## config.mk

```make
export PLATFORM = sky130hd
export DESIGN_NAME = spi_register_controller
export DESIGN_NICKNAME = d
export VERILOG_FILES = /design/src/rtl/spi_register_controller.sv
export SDC_FILE = /design/constraint.sdc
export NUM_CORES = 1
export LEC_CHECK = 0
export BUFFER_PORTS_ARGS = -buffer_cell sky130_fd_sc_hd__buf_4
export CAP_MARGIN = 20
export CORE_MARGIN = 2
export CORE_UTILIZATION = 30
export DETAILED_ROUTE_END_ITERATION = 7
export GPL_TIMING_DRIVEN = 0
export PLACE_DENSITY = 0.5
export SYNTH_ARGS = -nofsm -noshare
export SYNTH_HDL_FRONTEND = slang
export SYNTH_SLANG_ARGS = --single-unit
```

## constraint.sdc

```tcl
create_clock -name CLK -period 3.25 [get_ports CLK]
set_input_delay 0.325 -clock CLK [delete_from_list [all_inputs] [get_ports CLK]]
set_output_delay 0.325 -clock CLK [all_outputs]
set_load 0.02 [all_outputs]
```

## src/rtl/spi_register_controller.sv

```systemverilog
// Sequencer from a chip-select framed SPI byte stream to register-file writes and readback.
// SPI-side inputs are resynchronised here; register updates are held off via _HOLD until frame end.
`timescale 1ns/1ps
module spi_register_controller #(
    parameter int unsigned NumOfRegisters = 4,
    parameter int unsigned SyncStages     = 2  // must be >= 2
) (
    input  logic       CLK,
    input  logic       RST,
    input  logic       _CS,
    input  logic       RXDone,
    input  logic [7:0] RXData,
    input  logic [7:0] ReadData,
    output logic [7:0] AddressBus,
    output logic [7:0] WriteBus,
    output logic       _Write,
    output logic       _HOLD,
    output logic [7:0] TXData,
    output logic       Busy,
    output logic       ErrorFlag
);

    localparam logic [1:0] StIdle  = 2'd0;
    localparam logic [1:0] StCmd   = 2'd1;
    localparam logic [1:0] StWrite = 2'd2;
    localparam logic [1:0] StRead  = 2'd3;

    logic [SyncStages-1:0] cs_sync;
    logic [SyncStages-1:0] rx_sync;
    logic                  cs_s;
    logic                  rx_s;
    logic                  cs_prev;
    logic                  rx_prev;
    logic                  byte_ev;
    logic                  cs_fall;
    logic [1:0]            state;
    logic [6:0]            addr;
    logic                  inc1;
    logic                  inc2;
    logic                  write_now;

    function automatic logic in_range(input logic [6:0] a);
        return 32'(a) < NumOfRegisters;
    endfunction

    // Wraps at the top register; out-of-range addresses wrap naturally at 127 -> 0.
    function automatic logic [6:0] next_addr(input logic [6:0] a);
        if (32'(a) == NumOfRegisters - 1) begin
            return 7'd0;
        end
        return a + 7'd1;
    endfunction

    assign cs_s       = cs_sync[SyncStages-1];
    assign rx_s       = rx_sync[SyncStages-1];
    assign byte_ev    = rx_s & ~rx_prev;
    // cs_prev resets low so a frame already in progress at reset is not mistaken for a new one.
    assign cs_fall    = cs_prev & ~cs_s;
    assign write_now  = (state == StWrite) && byte_ev && in_range(addr);
    assign AddressBus = {1'b0, addr};
    assign Busy       = (state != StIdle);

    always_ff @(posedge CLK) begin
        if (RST) begin
            cs_sync   <= '0;
            rx_sync   <= '0;
            cs_prev   <= 1'b0;
            rx_prev   <= 1'b0;
            state     <= StIdle;
            addr      <= 7'd0;
            WriteBus  <= 8'h00;
            _Write    <= 1'b1;
            _HOLD     <= 1'b1;
            TXData    <= 8'h00;
            ErrorFlag <= 1'b0;
            inc1      <= 1'b0;
            inc2      <= 1'b0;
        end else begin
            cs_sync <= {cs_sync[SyncStages-2:0], _CS};
            rx_sync <= {rx_sync[SyncStages-2:0], RXDone};
            cs_prev <= cs_s;
            rx_prev <= rx_s;
            _Write  <= 1'b1;
            inc1    <= 1'b0;
            inc2    <= inc1;
            // Post-write increment lands the cycle after the strobe ends, even if the frame closed.
            if (inc2) begin
                addr <= next_addr(addr);
            end

            case (state)
                StIdle: begin
                    if (cs_fall) begin
                        state     <= StCmd;
                        ErrorFlag <= 1'b0;
                        _HOLD     <= 1'b0;
                    end else if (!_HOLD && _Write) begin
                        _HOLD <= 1'b1;
                    end
                end
                StCmd: begin
                    if (byte_ev) begin
                        addr  <= RXData[6:0];
                        state <= RXData[7] ? StRead : StWrite;
                        if (!in_range(RXData[6:0])) begin
                            ErrorFlag <= 1'b1;
                        end
                    end
                end
                StWrite: begin
                    if (byte_ev) begin
                        inc1 <= 1'b1;
                        if (in_range(addr)) begin
                            WriteBus <= RXData;
                            _Write   <= 1'b0;
                        end else begin
                            ErrorFlag <= 1'b1;
                        end
                    end
                end
                StRead: begin
                    TXData <= in_range(addr) ? ReadData : 8'h00;
                    if (byte_ev) begin
                        addr <= next_addr(addr);
                    end
                end
                default: state <= StIdle;
            endcase

            // A strobe issued on the closing edge keeps _HOLD low until the strobe has ended.
            if (state != StIdle && cs_s) begin
                state <= StIdle;
                if (!write_now) begin
                    _HOLD <= 1'b1;
                end
            end
        end
    end

endmodule

```

Word level (Yosys, flattened, before mapping). Index checks and enable logic that the tools add are counted.

Bits of input ports: 20. Register bits: 36.

Mux-type cells: 31. Reduce and logical (&&, ||, !) cells: 15. Eq/ne operators: 9. Order comparisons: 2. Bitwise operators: 6. $add $sub $neg: 1.

Operators by type and width (count): 2-to-1 mux 7 bit (6); 2-to-1 mux 1 bit (19); < comparator 7 x 3 -> 1 bit (second input constant) (2); case mux 7 bit (2 select lines) (1); != test 2 bit (second input constant) (5); 2-to-1 mux 8 bit (1); adder 7 x 1 -> 7 bit (second input constant) (1); == test 7 x 2 -> 1 bit (second input constant) (1); AND reduction 3 bit (2); AND reduction 6 bit (1); == test 2 bit (second input constant) (2); logical AND 1 bit (4); 2-to-1 mux 2 bit (2); NOT 1 bit (4); case mux 2 bit (2 select lines) (1); nonzero test 2 bit (2); OR reduction 2 bit (2); case mux 1 bit (3 select lines) (1); nonzero test 3 bit (1); OR reduction 3 bit (1); AND 1 bit (2); == test 2 x 1 -> 1 bit (second input constant) (1); zero test 2 bit (1); zero test 1 bit (1).

Logic depth before layout (Yosys ltp). Gate-level depths: netlist (run 1).

Depth after elaboration: 8. Gate-level depth with buffers: 7.

Worst setup path after synthesis (run 1). OpenSTA, ideal clock, no wires.

Path type: reg2reg. From: register addr[6]. To: register addr[2]. Arrival time: 1.621 ns. Clock period less this slack: 1.753 ns. Setup slack: 1.497 ns. Setup time: 0.132 ns. Buffers on the path: 0. Stages on the path, launching flop included: 6. Data required time: 3.118 ns. Cells stage by stage: dfxtp_1 -> or4_4 -> nor2b_4 -> mux2_2 -> a32oi_1 -> a21oi_1.

Longest elaborated chain between the ends: 8.

Ends and longest elaborated chain: start, declared (line 37) `logic [6:0] addr;`; start signal, assigned (line 88) `addr <= next_addr(addr);`; start signal, assigned (line 103) `addr <= RXData[6:0];`; start signal, assigned (line 124) `addr <= next_addr(addr);`; == test 7 x 2 -> 1 bit * (line 48) `if (32'(a) == NumOfRegisters - 1) begin`; 2-to-1 mux 1 bit * (line 48); 2-to-1 mux 1 bit, on equally long branches (line 87, 123); 2-to-1 mux 1 bit, on equally long branches (line 64, 91); 2-to-1 mux 7 bit / 2-to-1 mux 1 bit (equally long branches) (line 51, 64); 2-to-1 mux 7 bit, on equally long branches (line 87, 51); 2-to-1 mux 7 bit, on equally long branches (line 123, 102); case mux 7 bit (2 select lines) * (line 91) `case (state)`.

Mark *: on every way between the ends. The rest lies on a longest branch, timed or not. The select of a mux whose other input is x is not followed. A chain may end at the register's enable or synchronous reset.

Worst setup path in the final report (run 1).
From: register addr[6]. To: register WriteBus[4].

Longest elaborated chain between the ends: 2.

Ends and longest elaborated chain: < comparator 7 x 3 -> 1 bit (line 43) `return 32'(a) < NumOfRegisters;`; AND reduction 3 bit (no line); end signal, assigned (line 114) `WriteBus <= RXData;`; end, declared (line 15) `output logic [7:0] WriteBus,`.

No other way between the ends.

==> results of run 1 <==
==> cells in the mapped netlist (2+ instances only) <==
| library cell | count |
|---|---|
| sky130_fd_sc_hd__nand2b_1 | 5 |
| sky130_fd_sc_hd__nand3_1 | 13 |
| sky130_fd_sc_hd__clkbuf_1 | 9 |
| sky130_fd_sc_hd__nor2_1 | 11 |
| sky130_fd_sc_hd__ha_1 | 5 |
| sky130_fd_sc_hd__o21ai_1 | 2 |
| sky130_fd_sc_hd__mux2i_1 | 2 |
| sky130_fd_sc_hd__a21oi_1 | 25 |
| sky130_fd_sc_hd__dfxtp_1 | 36 |
| sky130_fd_sc_hd__xor2_1 | 2 |
| sky130_fd_sc_hd__inv_1 | 5 |
| sky130_fd_sc_hd__xnor2_1 | 3 |
| sky130_fd_sc_hd__o21ai_0 | 10 |
| sky130_fd_sc_hd__nand2_1 | 32 |
| sky130_fd_sc_hd__mux2_2 | 2 |
| sky130_fd_sc_hd__nor2b_1 | 8 |
| sky130_fd_sc_hd__a31oi_1 | 2 |
| sky130_fd_sc_hd__buf_2 | 2 |
| sky130_fd_sc_hd__o211ai_1 | 2 |
| sky130_fd_sc_hd__a22oi_1 | 3 |
==> layout by cell type (no fill, tap or decap), types with 2 or more instances in the layout <==
cell type | synthesis | final
sky130_fd_sc_hd__nor2_1 | 11 | 11
sky130_fd_sc_hd__xnor2_1 | 3 | 3
sky130_fd_sc_hd__ha_1 | 5 | 5
sky130_fd_sc_hd__a21oi_1 | 25 | 25
sky130_fd_sc_hd__nand2_1 | 32 | 32
sky130_fd_sc_hd__buf_2 | 2 | 2
sky130_fd_sc_hd__mux2i_1 | 2 | 2
sky130_fd_sc_hd__a22oi_1 | 3 | 3
sky130_fd_sc_hd__nand3_1 | 13 | 13
sky130_fd_sc_hd__a31oi_1 | 2 | 2
sky130_fd_sc_hd__mux2_2 | 2 | 2
sky130_fd_sc_hd__nor2b_1 | 8 | 8
sky130_fd_sc_hd__dfxtp_1 | 36 | 36
sky130_fd_sc_hd__inv_1 | 5 | 5
sky130_fd_sc_hd__clkbuf_8 | 0 | 6
sky130_fd_sc_hd__nand2b_1 | 5 | 5
sky130_fd_sc_hd__clkbuf_1 | 9 | 10
sky130_fd_sc_hd__o21ai_1 | 2 | 2
sky130_fd_sc_hd__buf_4 | 1 | 46
sky130_fd_sc_hd__o21ai_0 | 10 | 10
sky130_fd_sc_hd__o211ai_1 | 2 | 2
sky130_fd_sc_hd__xor2_1 | 2 | 2
==> report_power, final <==
group | leakage, µW | switching (µW) | internal [µW] | total, µW
combinational | 0.000510 | 77.0 | 54.7 | 132
sequential | 0.000291 | 8.98 | 450 | 459
clock | 0.0000445 | 167 | 172 | 340
==> worst max-delay path, cell delays in order (launching register included) <==
cell and delay [ns]:
sky130_fd_sc_hd__dfxtp_1 0.37, sky130_fd_sc_hd__or4_4 0.62, sky130_fd_sc_hd__nor2_4 0.26, sky130_fd_sc_hd__nand3_2 0.23, sky130_fd_sc_hd__nand2_1 0.12, sky130_fd_sc_hd__a21oi_1 0.07
==> through the flow <==
stage          area (µm²)  hold slack [ns]   util
3_3_place_gp         2110            0.422  0.386
2_1_floorplan        1690            0.414      -
4_1_cts              2210            0.235  0.404
6_report             2210            0.239  0.404
5_1_grt              2210            0.237  0.404
3_5_place_dp         2110            0.432  0.386
==> final timing paths <==
path | from | endpoint | slack (ns) | cells after the start
max | addr[6] | WriteBus[4] | 1.44 | 5
min | _CS | cs_sync[0] | 0.24 | 2
max reg2reg | addr[6] | WriteBus[4] | 1.44 | 5
min reg2reg | inc1 | inc2 | 0.45 | 1
==> cells by family after synthesis <==
group                    Yosys count  synth area share
other                              1           0.00222
AO/OA/AOI/OAI                     55             0.194
XOR/XNOR                           5            0.0260
AND/OR/NAND/NOR                   79             0.240
buffers and inverters             17            0.0415
multiplexers                       5            0.0319
adder cells (fa/ha/maj)            5            0.0371
flip-flops                        36             0.427
==> registers in the layout, indices dropped and copies added, names as in the netlist, 2 cells and up <==
| name | cells |
|---|---|
| TXData | 8 |
| WriteBus | 8 |
| addr | 7 |
| cs_sync | 2 |
| rx_sync | 2 |
| state | 2 |
==> metal layers <==
layer,global-route usage,wire (µm),share of wire,vias up
met5,0,0,0,-
met4,0.0672,102,0.022,0
met3,0.0398,258,0.055,9
met2,0.255,2090,0.44,45
met1,0.206,2250,0.48,745
li1,-,-,-,810
==> layout make-up <==
type                    count  area (µm²)
fillers                   586        3260
multi-input cells         150         896
clock buffers               7        86.3
plain buffers              12        51.3
clock inverters             1        7.51
inverters                   5        18.8
repair buffers             45         338
flip-flops and latches     36         721
well taps                  72        90.1
==> results.toml, run 1 <==
[timing]
worst-slew-pin-transition_ns = 0.584
hold_violation_count_in_the_final_report = 0
maxClockFrequency_mhz = 552
clock_period_minus_worst_slack_ns = 1.81
setup_slack_ns = 1.44
slew-limit-headroom = 0.611
period_share = 0.557
final.setup.tns_ns = 0
setup_viol = 0
slew_viol_final = 0
rsz0062_at_grt = "no"
fin_worst_skew_ns = 0.00462

[layout]
layout_net_count = 280
layout-area-overhead-vs-synth_pct = 30.9
final-instance-count-excl-fill = 328
drive_gt1_frac = 0.242
diodes = 0

[die]
die-area_um2 = 6240
core_um2 = 5470
start_util = 0.308
rows = 27
floorplan_die_width_um = 79.0
vertical_extent_of_the_die_um = 79.0
ios = 48

[detailed_routing]
vias = 1609
detailedRoute.firstPassIterationCount = 4
remaining_drc_errors = 0
postRouteWirelength_um = 4710
drt-wirelength-per-cell_um = 14.3
routed_antenna_nets = 0
drt_iter0_drc = 83
via_per_inst = 4.91

[clock_tree]
clk_pin_slew_worst_paths_ns = 0.08
worstSkewPairLatency_ns = 0.29
cts_tree = "built"
clock_tree.htree_level_count = 2
post_cts_resized = 0
cts_buffers = 5
cts_buffer_depth = 2
holdBufCountCts = 0
clock_sink_count = 36
clock_root_buffer = "sky130_fd_sc_hd__clkbuf_8"
cts.repair_timing.setup_buffer_count = 0

[worst_setup_path]
worstPathArrival_ns = 1.96
timing.critical_path.to_type = "flop"
startpoint_kind_of_the_worst_setup_timing_path = "flop"
cp_max_fo = 10
worstSetupPathType = "flop to flop"
timing.critical_path.required_ns = 3.40

[outcome]
run_status = "complete, no violations"

[power]
power_density_nw_per_um2 = 421
p_leak_uw = 0.000846
peakVddDrop_uv = 194
design_power_total_uw = 930

[synth]
synth.net_count = 228
synth_top_cells_by_area = "sky130_fd_sc_hd__dfxtp_1 (43%), sky130_fd_sc_hd__a21oi_1 (7.4%), sky130_fd_sc_hd__nand2_1 (7.1%), sky130_fd_sc_hd__nand3_1 (3.9%), sky130_fd_sc_hd__ha_1 (3.7%)"
syn-cell-area_um2 = 1690
synth_top_area_cell = "sky130_fd_sc_hd__dfxtp_1"
ys_dominant_reg_cell = "sky130_fd_sc_hd__dfxtp_1"
synthCells = 203
synth_cell_type_count = 44
count_of_synthesis_stage_warnings_from_yosys = 0
fraction_of_the_yosys_area_taken_by_sequential_cells = 0.427
syn_avg_cell_area_um2 = 8.31
synth_async_sr_flop_share = 0
synth.ff_latch_count = 36
synth_enable_flop_cells = 0
synth.top_cell.area_share = 0.427

[placed_design]
gp_congestion = 0.748
hpwlAfterDp_um = 3440
numPortBuffers = 45
placedCellCount = 320
place_worst_setup_slack_ns = 1.43

[grt]
globalRoute.totalOverflow = 0
first_global_vias = 1583
initial_antenna_violation_count = 0
grt_pass1_wl_um = 7710
grt.total_usage = 0.160
grt_max_degree = 12

[flow_run]
max_cap_viol_count = 0

[hold_path]
hold_path_class = "input port to flop"
(Power assumes the default switching activity.)
==> inputs of run 2 (changes only) <==
- ABC_AREA: default -> 1
- PLACE_DENSITY: 0.5 -> 0.49
- clock period: 3.25 -> 1.82 ns (I/O delays scaled with it)
==> results.toml, run 2 <==
[layout]
layout-area-overhead-vs-synth_pct = 30.3
mostFrequentLayoutCell = "sky130_fd_sc_hd__nand2_1"
most_used_cells_in_the_layout_excluding_fill_and_tap_cells = "sky130_fd_sc_hd__nand2_1 (63), sky130_fd_sc_hd__buf_4 (47), sky130_fd_sc_hd__nor2_1 (40), sky130_fd_sc_hd__dfxtp_1 (36), sky130_fd_sc_hd__o21ai_0 (22)"
largestRegisters = "TXData (8), WriteBus (8), addr (7)"
layout_net_count = 340
drive_gt1_frac = 0.218
diodes = 0
final_core_util = 0.399

[synth]
post_synth_most_frequent_cells = "sky130_fd_sc_hd__nand2_1 (63), sky130_fd_sc_hd__nor2_1 (40), sky130_fd_sc_hd__dfxtp_1 (36), sky130_fd_sc_hd__o21ai_0 (22), sky130_fd_sc_hd__inv_1 (21)"
syn_avg_cell_area_um2 = 6.82
synth_top_cells_by_area = "sky130_fd_sc_hd__dfxtp_1 (40%), sky130_fd_sc_hd__nand2_1 (13%), sky130_fd_sc_hd__nor2_1 (8.4%), sky130_fd_sc_hd__o21ai_0 (6.1%), sky130_fd_sc_hd__a21oi_1 (5.6%)"
synth.net_count = 288
ys_dominant_reg_cell = "sky130_fd_sc_hd__dfxtp_1"
synth.ff_latch_count = 36
synth_async_sr_flop_share = 0
synthCells = 263
count_of_synthesis_stage_warnings_from_yosys = 0
synth_enable_flop_cells = 0
synthMostInstantiatedCell = "sky130_fd_sc_hd__nand2_1"
synth_top_area_cell = "sky130_fd_sc_hd__dfxtp_1"
syn-cell-area_um2 = 1790
synth.top_cell.area_share = 0.402
synth_cell_type_count = 27
fraction_of_the_yosys_area_taken_by_sequential_cells = 0.402

[worst_setup_path]
timing.critical_path.slowest_stage_cell = "sky130_fd_sc_hd__dfxtp_1"
timing.critical_path.to_type = "flop"
timing.critical_path.required_ns = 1.98
startpoint_kind_of_the_worst_setup_timing_path = "flop"
worstPathArrival_ns = 1.79
critical-path-max-stage-delay_ns = 0.40
dominant_delay_contributor_by_cell_family_on_the_critical_path = "simple AND/OR/NAND/NOR gates"
crit_path_cell_trace = "ha_1 -> nor3b_1 -> nand2_1 -> nand3_1 -> nand2_1 -> nand2_1 -> nor2_1 -> nor2_1 -> a21oi_1"
critical_path.most_common_cell = "sky130_fd_sc_hd__nand2_1"
worstSetupPathType = "flop to flop"
cp_max_fo = 5
timing.critical_path.buf_inv = 0

[grt]
first_global_vias = 1614
initial_antenna_violation_count = 0
globalRoute.totalOverflow = 0
grt_max_degree = 13
grt_pass1_wl_um = 7750
grt.total_usage = 0.154

[die]
rows = 28
floorplan_die_width_um = 81.3
die-area_um2 = 6620
vertical_extent_of_the_die_um = 81.3
ios = 48
start_util = 0.307
core_um2 = 5850

[clock_tree]
clock_tree.htree_level_count = 2
cts.repair_timing.setup_buffer_count = 0
clk_pin_slew_worst_paths_ns = 0.08
clock_sink_count = 36
post_cts_resized = 0
worstSkewPairLatency_ns = 0.29
cts_buffers = 5
cts_buffer_depth = 2
cts_tree = "built"
holdBufCountCts = 0
clock_root_buffer = "sky130_fd_sc_hd__clkbuf_8"

[timing]
period_share = 0.898
hold_violation_count_in_the_final_report = 0
slew_viol_final = 0
fin_worst_skew_ns = 0.00751
setup_viol = 0
setup_slack_ns = 0.186
rsz0062_at_grt = "no"
final.setup.tns_ns = 0
maxClockFrequency_mhz = 612
clock_period_minus_worst_slack_ns = 1.63

[power]
switching_share_of_power = 0.233
p_leak_uw = 0.00110
power.share.clock = 0.444
power.share.combinational = 0.065
internal-power_uw = 1250
power_density_nw_per_um2 = 695
peakVddDrop_uv = 385
share_seq_of_total_power = 0.491
switchingPower_uw = 378

[detailed_routing]
drt-wirelength-per-cell_um = 12.3
via_per_inst = 4.58
routed_antenna_nets = 0
detailedRoute.firstPassIterationCount = 5
remaining_drc_errors = 0
postRouteWirelength_um = 4820
vias = 1792
drt_iter0_drc = 122

[outcome]
run_status = "complete, no violations"

[flow_run]
max_cap_viol_count = 0

[placed_design]
hpwlAfterDp_um = 3580
gp_congestion = 0.837
numPortBuffers = 45
place_worst_setup_slack_ns = 0.185

[hold_path]
hold_path_class = "input port to flop"
run 2: final timing paths:
| check | start | endpoint | slack, ns | cells after the start |
|---|---|---|---|---|
| min reg2reg | cs_sync[0] | cs_sync[1] | 0.41 | 2 |
| max | addr[1] | addr[2] | 0.19 | 9 |
| max reg2reg | addr[1] | addr[2] | 0.19 | 9 |
| min | _CS | cs_sync[0] | 0.09 | 3 |
run 2: final cells by class:
class                           instances  area (µm²)
Tap cell                               75        93.8
Buffer                                 11        60.1
Fill cell                             634        3510
Inverter                               25        93.8
Sequential cell                        36         721
Timing Repair Buffer                   45         338
Clock buffer                            5        68.8
Clock inverter                          3        42.5
Multi-Input combinational cell        191         920
run 2: tightest hold or removal path: stages:
cell	delay (ns)
sky130_fd_sc_hd__buf_4	0.07
sky130_fd_sc_hd__inv_1	0.03
sky130_fd_sc_hd__nor2_1	0.06
run 2: cell families after synthesis:
family          Yosys count  share of synthesized area
xor+xnor                  2                    0.00976
fa+ha+maj                 5                     0.0349
buf+inv                  36                     0.0858
flops                    36                      0.402
other cells               1                    0.00209
mux                       1                    0.00558
simple gates            131                      0.308
compound gates           51                      0.153
run 2: per-stage QoR:
| step | hold slack [ns] | total power, µW | cells | instance area (µm²) |
|---|---|---|---|---|
| floorplan | 0.289 | 869 | 263 | 1790 |
| global placement | 0.384 | 923 | 383 | 2230 |
| detailed placement | 0.389 | 923 | 383 | 2230 |
| CTS | 0.0771 | 1640 | 391 | 2340 |
| global route | 0.0976 | 1690 | 391 | 2340 |
| finish | 0.0872 | 1620 | 391 | 2340 |
run 2: power groups by stage:
| stage | Combinational (µW) | Sequential, µW | Clock (µW) |
|---|---|---|---|
| 3_3_place_gp | 107 | 816 | 0 |
| 3_5_place_dp | 107 | 816 | 0 |
| 5_1_grt | 118 | 799 | 774 |
| 4_1_cts | 107 | 798 | 737 |
| 2_1_floorplan | 52.0 | 817 | 0 |
| 6_report | 105 | 798 | 721 |
run 2: routing by layer:
layer,vias up,wire (µm),track usage
met5,-,0,0
met4,0,40,0.0458
met3,5,157,0.0344
met2,28,2230,0.250
met1,814,2400,0.203
li1,945,-,-
==> inputs of run 3 (changes only) <==
- ABC_AREA: 1 -> default
- PLACE_DENSITY: 0.49 -> 0.5
==> results.toml, run 3 (synthesis results as in run 1) <==
[clock_tree]
clock_root_buffer = "sky130_fd_sc_hd__clkbuf_8"
cts_buffer_depth = 2
worstSkewPairLatency_ns = 0.29
clock_tree.htree_level_count = 2
clk_pin_slew_worst_paths_ns = 0.07
holdBufCountCts = 0
cts_buffers = 5
cts_tree = "built"
clock_sink_count = 36

[layout]
drive_gt1_frac = 0.277
fillers = 589
diodes = 0
final_core_util = 0.414
mostFrequentLayoutCell = "sky130_fd_sc_hd__buf_4"
most_used_cells_in_the_layout_excluding_fill_and_tap_cells = "sky130_fd_sc_hd__buf_4 (49), sky130_fd_sc_hd__dfxtp_1 (34), sky130_fd_sc_hd__nand2_1 (32), sky130_fd_sc_hd__a21oi_1 (25), sky130_fd_sc_hd__nand3_1 (13)"
largestRegisters = "TXData (8), WriteBus (8), addr (7)"
final-instance-count-excl-fill = 332
layout_net_count = 284
layout-area-overhead-vs-synth_pct = 34.4

[power]
p_leak_uw = 0.000883
design_power_total_uw = 1680
share_seq_of_total_power = 0.487
switching_share_of_power = 0.272
peakVddDrop_uv = 347
power.share.clock = 0.361
power_density_nw_per_um2 = 743
switchingPower_uw = 458
power.share.combinational = 0.152
internal-power_uw = 1230

[worst_setup_path]
worstPathArrival_ns = 1.90
timing.critical_path.to_type = "flop"
worstSetupPathType = "flop to flop"
timing.critical_path.required_ns = 1.97
startpoint_kind_of_the_worst_setup_timing_path = "flop"
cp_max_fo = 6

[hold_path]
hold_path_class = "input port to flop"

[outcome]
run_status = "complete, no violations"

[grt]
grt_pass1_wl_um = 7700
initial_antenna_violation_count = 0
globalRoute.totalOverflow = 0
grt_max_degree = 12
grt.total_usage = 0.160
first_global_vias = 1592

[placed_design]
numPortBuffers = 45
hpwlAfterDp_um = 3440
gp_congestion = 0.748
placedCellCount = 320
place_worst_setup_slack_ns = -0.00215

[timing]
hold_violation_count_in_the_final_report = 0
worst-slew-pin-transition_ns = 0.592
rsz0062_at_grt = "no"
setup_viol = 0
maxClockFrequency_mhz = 572
slew_viol_final = 0
fin_worst_skew_ns = 0.00207
slew-limit-headroom = 0.605
period_share = 0.960
fin_worst_hold_slack_ns = 0.0963
clock_period_minus_worst_slack_ns = 1.75
setup_slack_ns = 0.0721

[detailed_routing]
drt_iter0_drc = 95
via_per_inst = 4.89
drt-wirelength-per-cell_um = 14.3
detailedRoute.firstPassIterationCount = 4
vias = 1624
routed_antenna_nets = 0
postRouteWirelength_um = 4750
remaining_drc_errors = 0

[die]
rows = 27
core_um2 = 5470
ios = 48
die-area_um2 = 6240
vertical_extent_of_the_die_um = 79.0
start_util = 0.308
floorplan_die_width_um = 79.0

[flow_run]
max_cap_viol_count = 0
run 3: cell count changes in the layout (fill, tap and decap cells not counted), sizes merged, moves of 3 or more:
cell / before / now
a21oi: 20 / 25
a22oi: 0 / 3
clkbuf: 10 / 17
inv: 25 / 5
mux2: 0 / 3
nand2: 63 / 32
nand2b: 0 / 5
nand3: 18 / 14
nor2: 43 / 12
nor2b: 0 / 9
nor3: 4 / 1
o21ai: 24 / 12
xnor2: 0 / 3
run 3: timing repair:
item / CTS / global route
gates resized for setup: 0 / 10
hold endpoints to repair: 0 / 0
endpoints found under the setup margin: 3 / 17
buffers inserted: 2 / 2
pin swaps: 1 / 2
run 3: critical path, stage by stage (launching register included):
cell	delay, ns
sky130_fd_sc_hd__dfxtp_2	0.36
sky130_fd_sc_hd__or4_4	0.59
sky130_fd_sc_hd__nor2b_4	0.15
sky130_fd_sc_hd__mux2_2	0.26
sky130_fd_sc_hd__a32oi_1	0.16
sky130_fd_sc_hd__a21oi_1	0.09
run 3: metal layers:
metal  up-vias  part of all wire  track usage
li1        816                 -            -
met3         9             0.058       0.0398
met1       753              0.48        0.205
met4         0             0.020       0.0672
met2        46              0.45        0.256
met5         -                 0            0
run 3: path summary, 6_finish.rpt:
check        startpoint          to  slack [ns]  depth (start not counted)
min reg2reg        inc1        inc2        0.45                          1
max reg2reg     addr[6]     addr[2]        0.07                          5
min                 _CS  cs_sync[0]         0.1                          2
max             addr[6]     addr[2]        0.07                          5
run 3: through the flow:
| step | setup TNS, ns | cell area [µm²] |
|---|---|---|
| 6_report | 0 | 2270 |
| 4_1_cts | 0 | 2220 |
| 3_5_place_dp | -0.00215 | 2110 |
| 5_1_grt | 0 | 2270 |
| 2_1_floorplan | 0 | 1690 |
| 3_3_place_gp | 0 | 2110 |
run 3: power by group through the flow:
stage / clock (µW) / combinational, µW / sequential [µW]
2_1_floorplan: 0 / 139 / 842
3_3_place_gp: 0 / 237 / 838
3_5_place_dp: 0 / 237 / 838
4_1_cts: 625 / 251 / 819
5_1_grt: 653 / 282 / 824
6_report: 608 / 257 / 820
run 3: final cells by class:
cell class | count | area, µm² | share of cell area
multi-input cells | 150 | 903 | 0.398
flip-flops and latches | 36 | 723 | 0.319
repair buffers | 49 | 380 | 0.168
well taps | 72 | 90.1 | 0.0397
clock buffers | 7 | 86.3 | 0.0381
plain buffers | 12 | 57.6 | 0.0254
inverters | 5 | 18.8 | 0.00828
clock inverters | 1 | 7.51 | 0.00331
